===== config.mk =====
export PLATFORM = sky130hd
export DESIGN_NAME = ext_interrupt_controller
export DESIGN_NICKNAME = d
export VERILOG_FILES = /design/src/rtl/ext_interrupt_controller.sv
export SDC_FILE = /design/constraint.sdc
export NUM_CORES = 1
export LEC_CHECK = 0
export ABC_AREA = 1
export CORE_ASPECT_RATIO = 1.5
export CORE_MARGIN = 2
export CORE_UTILIZATION = 49
export DETAILED_ROUTE_END_ITERATION = 12
export HOLD_SLACK_MARGIN = 0.08
export PLACE_DENSITY = 0.82
export SYNTH_ARGS = -nofsm -noshare
export SYNTH_HDL_FRONTEND = slang
export SYNTH_SLANG_ARGS = --single-unit

===== constraint.sdc =====
create_clock -name Sys_Clock -period 1.5 [get_ports Sys_Clock]
set_input_delay 0.225 -clock Sys_Clock [delete_from_list [all_inputs] [get_ports Sys_Clock]]
set_output_delay 0.225 -clock Sys_Clock [all_outputs]
set_load 0.1 [all_outputs]

===== src/rtl/ext_interrupt_controller.sv =====
// External interrupt controller: edge-latched sources, fixed priority,
// toggle-acknowledged request handshake towards the core.
`timescale 1ns/1ps
module ext_interrupt_controller #(
  parameter int N_SRC        = 8,
  parameter int ID_W         = 3,
  parameter int SETUP_CYCLES = 2,
  parameter int LOW_CYCLES   = 4
) (
  input  logic             Sys_Clock,
  input  logic             Sys_Reset,
  input  logic [N_SRC-1:0] Src_Irq,
  input  logic             Cfg_MaskWe,
  input  logic [N_SRC-1:0] Cfg_MaskData,
  output logic [N_SRC-1:0] Cfg_Mask,
  output logic [N_SRC-1:0] Pending,
  output logic             EIC_IntReq,
  output logic [ID_W-1:0]  EIC_IntId,
  input  logic             EIC_IntAck,
  output logic             Busy
);

  if (N_SRC < 2 || N_SRC > 16)
    $error("N_SRC out of range");
  if ((2 ** ID_W) < N_SRC)
    $error("ID_W too narrow");
  if (SETUP_CYCLES < 1 || SETUP_CYCLES > 15)
    $error("SETUP_CYCLES out of range");
  if (LOW_CYCLES < 3 || LOW_CYCLES > 15)
    $error("LOW_CYCLES out of range");

  typedef enum logic [1:0] {
    IDLE,
    SETUP,
    REQ,
    RELEASE
  } state_t;

  state_t           state;
  logic [N_SRC-1:0] srcLast;
  logic [N_SRC-1:0] rise;
  logic [N_SRC-1:0] clrMask;
  logic [N_SRC-1:0] cand;
  logic [ID_W-1:0]  selId;
  logic             ackS1;
  logic             ackSync;
  logic             ackLast;
  logic             ackEvt;
  logic [3:0]       cnt;

  assign rise   = Src_Irq & ~srcLast;
  assign cand   = Pending & Cfg_Mask;
  assign ackEvt = ackSync ^ ackLast;
  assign Busy   = (state != IDLE);

  // Descending scan so the lowest set index is written last.
  always_comb begin
    selId = '0;
    for (int i = N_SRC - 1; i >= 0; i--)
      if (cand[i]) selId = ID_W'(i);
  end

  always_comb begin
    clrMask = '0;
    if (state == REQ && ackEvt)
      clrMask[EIC_IntId] = 1'b1;
  end

  always_ff @(posedge Sys_Clock or negedge Sys_Reset) begin
    if (!Sys_Reset) begin
      srcLast  <= '0;
      Pending  <= '0;
      Cfg_Mask <= '0;
      ackS1    <= 1'b0;
      ackSync  <= 1'b0;
      ackLast  <= 1'b0;
    end else begin
      srcLast <= Src_Irq;
      // A fresh edge beats the ack clear.
      Pending <= (Pending & ~clrMask) | rise;
      if (Cfg_MaskWe)
        Cfg_Mask <= Cfg_MaskData;
      ackS1   <= EIC_IntAck;
      ackSync <= ackS1;
      ackLast <= ackSync;
    end
  end

  always_ff @(posedge Sys_Clock or negedge Sys_Reset) begin
    if (!Sys_Reset) begin
      state      <= IDLE;
      EIC_IntReq <= 1'b0;
      EIC_IntId  <= '0;
      cnt        <= '0;
    end else begin
      unique case (state)
        IDLE: begin
          if (|cand) begin
            EIC_IntId <= selId;
            cnt       <= 4'(SETUP_CYCLES - 1);
            state     <= SETUP;
          end
        end
        SETUP: begin
          if (cnt == '0) begin
            EIC_IntReq <= 1'b1;
            state      <= REQ;
          end else begin
            cnt <= cnt - 4'd1;
          end
        end
        REQ: begin
          if (ackEvt) begin
            EIC_IntReq <= 1'b0;
            cnt        <= 4'(LOW_CYCLES - 1);
            state      <= RELEASE;
          end
        end
        RELEASE: begin
          if (cnt == '0)
            state <= IDLE;
          else
            cnt <= cnt - 4'd1;
        end
        default: state <= IDLE;
      endcase
    end
  end

endmodule


---- Yosys cells after proc, flatten, opt, wreduce, memory -nomap -nowiden ----
Index checks and enable logic that the tools add are counted.
word-level totals
  word-level logic and storage cells ...... 63
  bits of input ports ..................... 20
  output and inout bits ................... 21
  flip-flop bits (word level) ............. 37
operators by class
  magnitude comparators ................... 2
  muxes and demuxes ....................... 23
  add/sub/neg operators ................... 1
  equal/unequal tests ..................... 8
  reductions and logical operators ........ 12
  bitwise operators ....................... 7
operator list
  kind                   number
  $and A8 B8 Y8          3
  $mux W3                8
  $not A8 Y8             2
  $mux W4                3
  $pmux W4 S3            1
  $ne A2 B2 Y1 const B   5
  $mux W2                4
  $mux W8                1
  $or A8 B8 Y8           1
  $pmux W2 S4            1
  $reduce_or A8 Y1       1
  $reduce_and A3 Y1      2
  $eq A2 B2 Y1 const B   2
  $logic_not A4 Y1       1
  $lt A3 B4 Y1 const B   1
  $reduce_and A4 Y1      1
  $reduce_bool A2 Y1     2
  $sub A4 B1 Y4 const B  1
  $demux W1 S3           1
  $ge A3 B1 Y1 const B   1
  $mux W1                3
  $eq A2 B1 Y1 const B   1
  $logic_and A1 B1 Y1    2
  $logic_not A2 Y1       1
  other kinds (4)        4

---- Logic depth before layout (Yosys ltp) ----
Gate-level depths: netlist (run 1).
  word-level depth ........................ 9
  gate-level depth with buffers ........... 10
  depth with buffers taken out ............ 10

---- Worst setup path before layout (run 1) ----
OpenSTA, ideal clock, no wires.
  kind .................................... reg2reg
  start ................................... reg state[0]
  end ..................................... reg state[0]
  library setup time ...................... 0.117 ns
  buffers on the path ..................... 0
  setup slack ............................. -0.254 ns
  arrival ................................. 1.637 ns
  data required time ...................... 1.383 ns
  period minus slack after synthesis ...... 1.754 ns
  cell stages (with the launch flop) ...... 7
  cell sequence ........................... dfrtp_1 -> inv_1 -> ha_1 -> inv_1 -> nand2_1 -> nand4_1 -> nand2_1
between the ends
  longest elaborated chain between the ends .. 3
  elaborated cells between the ends (all ways) .. 10
RTL lines
  what                                        line  RTL
  start: declaration                          39    state_t state;
  start signal: assignment                    91    state <= IDLE;
  start signal: assignment                    101   state <= SETUP;
  start signal: assignment                    107   state <= REQ;
  $eq A2 B2 Y1, or another cell as far along  96    unique case (state)
  $ne A2 B2 Y1 (no line)                      -
  $reduce_and A4 Y1 (no line)                 -
Several ways; a longest one is shown, not always the timed one.
A chain may end at the register's enable or synchronous reset.

---- Worst setup path in the final report (run 1) ----
  start ................................... reg state[0]
  end ..................................... reg state[1]
Same word-level chain as after synthesis.

==> flow_summary.ini, run 1 <==
[status]
outcome = finished with violations
violations = setup timing

[grt]
grt_pass1_wl_um = 7150
grt_overflow = 0
grt_start_max_net_pins = 38
antenna_found_initial = 0
grt_pass1_vias = 1597
gr-usage-all-layers_pct = 24.4

[power]
vdd_ir_drop_max_v = 0.00195
p_per_area_mw_per_mm2 = 2080
p_leak_nw = 1.25
power_mw = 5.54

[clocking]
cts_made_buffers = 5
cts_buffer_depth = 2
cts_hold_buf = 0
root_buffer = clkbuf_8
cts_tree = done
worstSkewPairLatency_ns = 0.30
clkSlewWorstSetupHoldPaths_ns = 0.08
h-tree-depth = 2
clock_sinks = 37

[worst_setup_path]
rr_endpoint = state[1]$_DFFE_PN0P_
reg2reg_depth = 7
r2r_start = state[0]$_DFFE_PN0P_
endpoint = state[1]$_DFFE_PN0P_
setup.worst_path.end_class = flip-flop
arrival_ns = 1.76
ff2ff_setup_slack_ns = -0.08
critPathKind = reg2reg
setup.worst_path.start_class = flip-flop
required_ns = 1.68
cp_max_fo = 4
crit_path_start = state[0]$_DFFE_PN0P_

[floorplan]
die_w_um = 52.1
die_y_um = 76.2
ioPinCount = 41
coreArea_mm2 = 0.00335
dieArea_mm2 = 0.00397
start_util_pct = 50.8
rows = 26

[place]
dp_slack_ns = 0.00262
hpwl_um = 2980
place_congestion = 0.800
portBuffers = 40

[sta]
finClkSkew_ns = 0.0121
worst_pin_slew_ns = 0.515
finalHoldViolations = 0
relSlewSlack_pct = 65.4
finalCritPeriodShare_pct = 105
maxSlewViolCount = 0
timing.final.ws_setup_ns = -0.0790
final-setup-viol-count = 3
max_freq_mhz = 633
period_needed_ns = 1.58
rsz0062_at_grt = true

[job]
max_cap_violations = 0

[drt]
routed_wl_um = 4560
drt_iter0_drc = 46
dr.pass1.iters = 5
drc_errors = 0
drtAntennaViolNets = 0
routedWlPerCell_um = 16.5
viasPerCell = 5.31
vias = 1471

[hold_path]
hold_path_class = in2async

[logic_synthesis]
synthCells = 176
synth-seq-area-share_pct = 54.4
yosysMostFrequentCell = nand2_1
synth_flop_cell = dfrtp_1
ys_warn_count = 0
synth_edf_count = 0
synth_top_area_share_pct = 54.4
synthArstFlopShare_pct = 100
synth_commonest_cells = nand2_1, dfrtp_1, inv_1
synth.net_count = 203
synth_area_mm2 = 0.00170
synth.distinct_cells = 21
yosysTopAreaCell = dfrtp_1
ys_ff_latch = 37
synth.area.top_cells = dfrtp_1, nand2_1, mux2_2
synth.avg_cell_area_um2 = 9.68

[final_layout]
drive_gt1_share_pct = 40.4
syn2layout_area_growth_pct = 56.6
n_antenna_cell = 0
layout.nets = 261
## cell type report
class,count,area [µm²]
sequential,37,947
multi-input combinational,115,766
inverter,23,90.1
timing repair buffer,52,729
clock buffer,6,72.6
fill,203,683
tap,42,52.6
clock inverter,2,10.0
## cell usage in the layout (no fill, tap or decap), drive strengths merged, types with 4 or more instances in the layout
cell           synthesis  layout
nand2                 54      54
dfrtp                 37      37
buf                    1      33
inv                   23      22
o21ai                 21      21
clkdlybuf4s50          0      19
nor2                   9       9
mux2                   8       8
ha                     7       7
nand4                  6       6
clkbuf                 0       6
nand3                  4       4
## state kept, by name (all words and copies together), names as in the netlist
register and count:
ackLast 1, ackSync 1, EIC_IntReq 1, Pending 8
ackS1 1, Cfg_Mask 8, srcLast 8, EIC_IntId 3
state 2, cnt 4
## critical path, stage by stage, from the launching register on
cell     delay (ns)
dfrtp_1        0.42
buf_4          0.17
ha_2           0.19
or2_4          0.29
o21ai_4        0.10
nand3_2        0.10
nand2_1        0.10
nand2_1        0.10
## metrics by stage
step	area, µm²	std cells	util [%]	hold WS, ns	TNS [ns]
after floorplan	1740	176	-	-0.0706	-0.00941
after CTS	2570	273	76.7	0.308	-0.0384
after global routing	2670	277	79.6	0.316	-0.522
after global placement	2450	261	73.2	0.336	0
after detailed placement	2450	261	73.2	0.338	0
final	2670	277	79.6	0.294	-0.159
## cell families (layout without fill, tap and decap cells)
logic type	after synthesis	after routing	synth area share [%]
simple gates	75	75	21.6
flops	37	37	54.4
buf+inv	24	83	5.36
compound gates	23	23	7.20
mux	8	8	5.29
fa+ha+maj	7	7	5.14
xor+xnor	2	2	1.03
## power breakdown
part	total (mW)	internal [mW]	switching [mW]
registers	1.52	1.23	0.295
clock network	0.678	0.322	0.357
logic	3.34	1.26	2.08
total	5.54	2.81	2.73
## how the worst min path moves through the flow
stage | startpoint | to | slack [ns] | cells after the start
2_1_floorplan | Sys_Reset | Cfg_Mask[0]$_DFFE_PN0P_ | -0.07 | 0
3_3_place_gp | ackS1$_DFF_PN0_ | ackSync$_DFF_PN0_ | 0.34 | 0
3_5_place_dp | ackS1$_DFF_PN0_ | ackSync$_DFF_PN0_ | 0.34 | 0
4_1_cts | Sys_Reset | ackLast$_DFF_PN0_ | 0.31 | 2
5_1_grt | Sys_Reset | Cfg_Mask[7]$_DFFE_PN0P_ | 0.32 | 2
6_report | Sys_Reset | ackLast$_DFF_PN0_ | 0.29 | 2
## per-layer routing
metal  vias up  part of all wire [%]  global-route usage, %  wire (µm)
li1        674                     -                      -          -
met1       724                    33                   26.1       1530
met2        54                    58                   42.0       2630
met3        19                   4.5                   6.86        207
met4         0                   4.2                   12.6        193
met5         -                     0                      0          0
## timing repair
item | CTS | global route
pin swaps | 1 | 6
setup buffers | 4 | 4
resized for setup | 3 | 24
setup endpoints to repair | 5 | 16
No activity file was read; power rests on OpenSTA's default activity.
==> run 2, diff against run 1 <==
- GPL_TIMING_DRIVEN: default -> 0
==> flow_summary.ini, run 2 (synthesis results as in run 1) <==
[final_layout]
reg.largest.list = Cfg_Mask x8, Pending x8, srcLast x8
syn2layout_area_growth_pct = 38.8
final_cell_mix = nand2_1, inv_1, dfrtp_1, dfrtp_2
layout.nets = 255
n_antenna_cell = 0
fillers = 255
final_common_cell = nand2_1
drive_gt1_share_pct = 38.9

[grt]
grt_util_met1_pct = 19.4
grt_start_max_net_pins = 38
gr-usage-all-layers_pct = 20.8
grt_pass1_vias = 1482
grt-busiest-layer = met2
met3_usage_pct = 6.47
use_met2_pct = 37.2
grt_overflow = 0
grt_pass1_wl_um = 6050
antenna_found_initial = 0

[drt]
dr.pass1.iters = 4
viasPerCell = 5.11
drt_iter0_drc = 31
routedWlPerCell_um = 13.3
drtAntennaViolNets = 0
drc_errors = 0
routed_wl_um = 3610
vias = 1385

[floorplan]
start_util_pct = 50.8
die_w_um = 52.1
ioPinCount = 41
coreArea_mm2 = 0.00335
die_y_um = 76.2
rows = 26
dieArea_mm2 = 0.00397

[power]
p_per_area_mw_per_mm2 = 2020
vdd_ir_drop_max_v = 0.00169
power_mw = 4.77
p_leak_nw = 1.09

[job]
max_cap_violations = 0

[worst_setup_path]
required_ns = 1.27
worstPathCellList = inv_4, ha_4, clkinvlp_4, buf_12
crit_slowest_cell = dfrtp_2
setup.worst_path.start_class = flip-flop
critPathKind = reg2out
cp_max_fo = 5
r2r_start = state[0]$_DFFE_PN0P_
crit_path_start = state[1]$_DFFE_PN0P_
critPathMaxStageDelay_ns = 0.46
arrival_ns = 1.27
setup.worst_path.end_class = primary output

[sta]
max_freq_mhz = 667
period_needed_ns = 1.50
finalCritPeriodShare_pct = 99.9
finalHoldViolations = 0
rsz0062_at_grt = true
finClkSkew_ns = 0.00450
hold_ws_ns = 0.357
maxSlewViolCount = 0
worst_pin_slew_ns = 0.792
relSlewSlack_pct = 47.2
tns_ns = 0
final-setup-viol-count = 0

[hold_path]
min-delay-start = Cfg_MaskWe
hold_path_class = in2reg

[place]
hpwl_um = 2640
place_congestion = 0.804
portBuffers = 39

[clocking]
cts_tree = done
clkSlewWorstSetupHoldPaths_ns = 0.07
clock_sinks = 37
root_buffer = clkbuf_8
cts_buffer_depth = 2
h-tree-depth = 2
cts_made_buffers = 5
worstSkewPairLatency_ns = 0.29

[status]
outcome = finished clean
[run 2: cell types whose count changed in the layout (fill, tap and decap cells not counted), sizes merged]
cell           previous run  this run
buf                      33        10
clkdlybuf4s15             0        17
clkdlybuf4s50            19        17
clkdlybuf4s18             0         1
dlygate4sd3               0         1
[run 2: path summary, 6_finish.rpt]
path | end | slack, ns | cells past startpoint
max | Busy | 0.001 | 4
min | Cfg_Mask[0]$_DFFE_PN0P_ | 0.36 | 2
max reg2reg | Pending[4]$_DFF_PN0_ | 0.05 | 7
min reg2reg | ackSync$_DFF_PN0_ | 0.36 | 0
max in group asynchronous | Pending[1]$_DFF_PN0_ | 0.39 | 2
min in group asynchronous | cnt[3]$_DFFE_PN0P_ | 0.55 | 2
[run 2: area by class of cell]
type	count	area (µm²)	share of cell area, %
sequential	37	948	40.1
multi-input combinational	115	726	30.7
timing repair buffer	45	454	19.2
inverter	23	95.1	4.02
clock buffer	6	72.6	3.07
tap	42	52.6	2.22
clock inverter	2	10.0	0.424
buffer	1	5.00	0.212
[run 2: layer usage]
layer	vias to the layer above	wire, µm
met1	668	1310
li1	668	-
met3	13	160
met2	36	2030
met5	-	0
met4	0	114
[run 2: report_power, final]
group / total, mW / internal, mW / leakage, nW / switching (mW)
combinational: 2.66 / 0.800 / 0.643 / 1.86
clock: 0.665 / 0.322 / 0.0450 / 0.343
sequential: 1.44 / 1.23 / 0.405 / 0.207
[run 2: through the flow]
| step | cell area (µm²) | worst slack [ns] | std cells | util [%] |
|---|---|---|---|---|
| floorplan | 1740 | -0.00941 | 176 | - |
| global placement | 2180 | -0.782 | 257 | 65.1 |
| detailed placement | 2180 | -0.657 | 257 | 65.0 |
| CTS | 2300 | -0.0708 | 266 | 68.8 |
| global route | 2360 | -0.0578 | 271 | 70.5 |
| finish | 2360 | 0.00144 | 271 | 70.5 |
[run 2: what timing repair did]
action / CTS / global route
gates resized for setup: 78 / 16
endpoints found under the setup margin: 29 / 17
pin swaps: 0 / 1
setup buffers: 0 / 5
hold endpoints to repair: 37 / 0
hold buffers: 1 / 0
[run 2: worst max-delay path: cells and delay by family (launching register included)]
kind,cells,cell delay [ns]
DFF,1,0.46
buffers and inverters,3,0.38
adders and majority gates,1,0.14
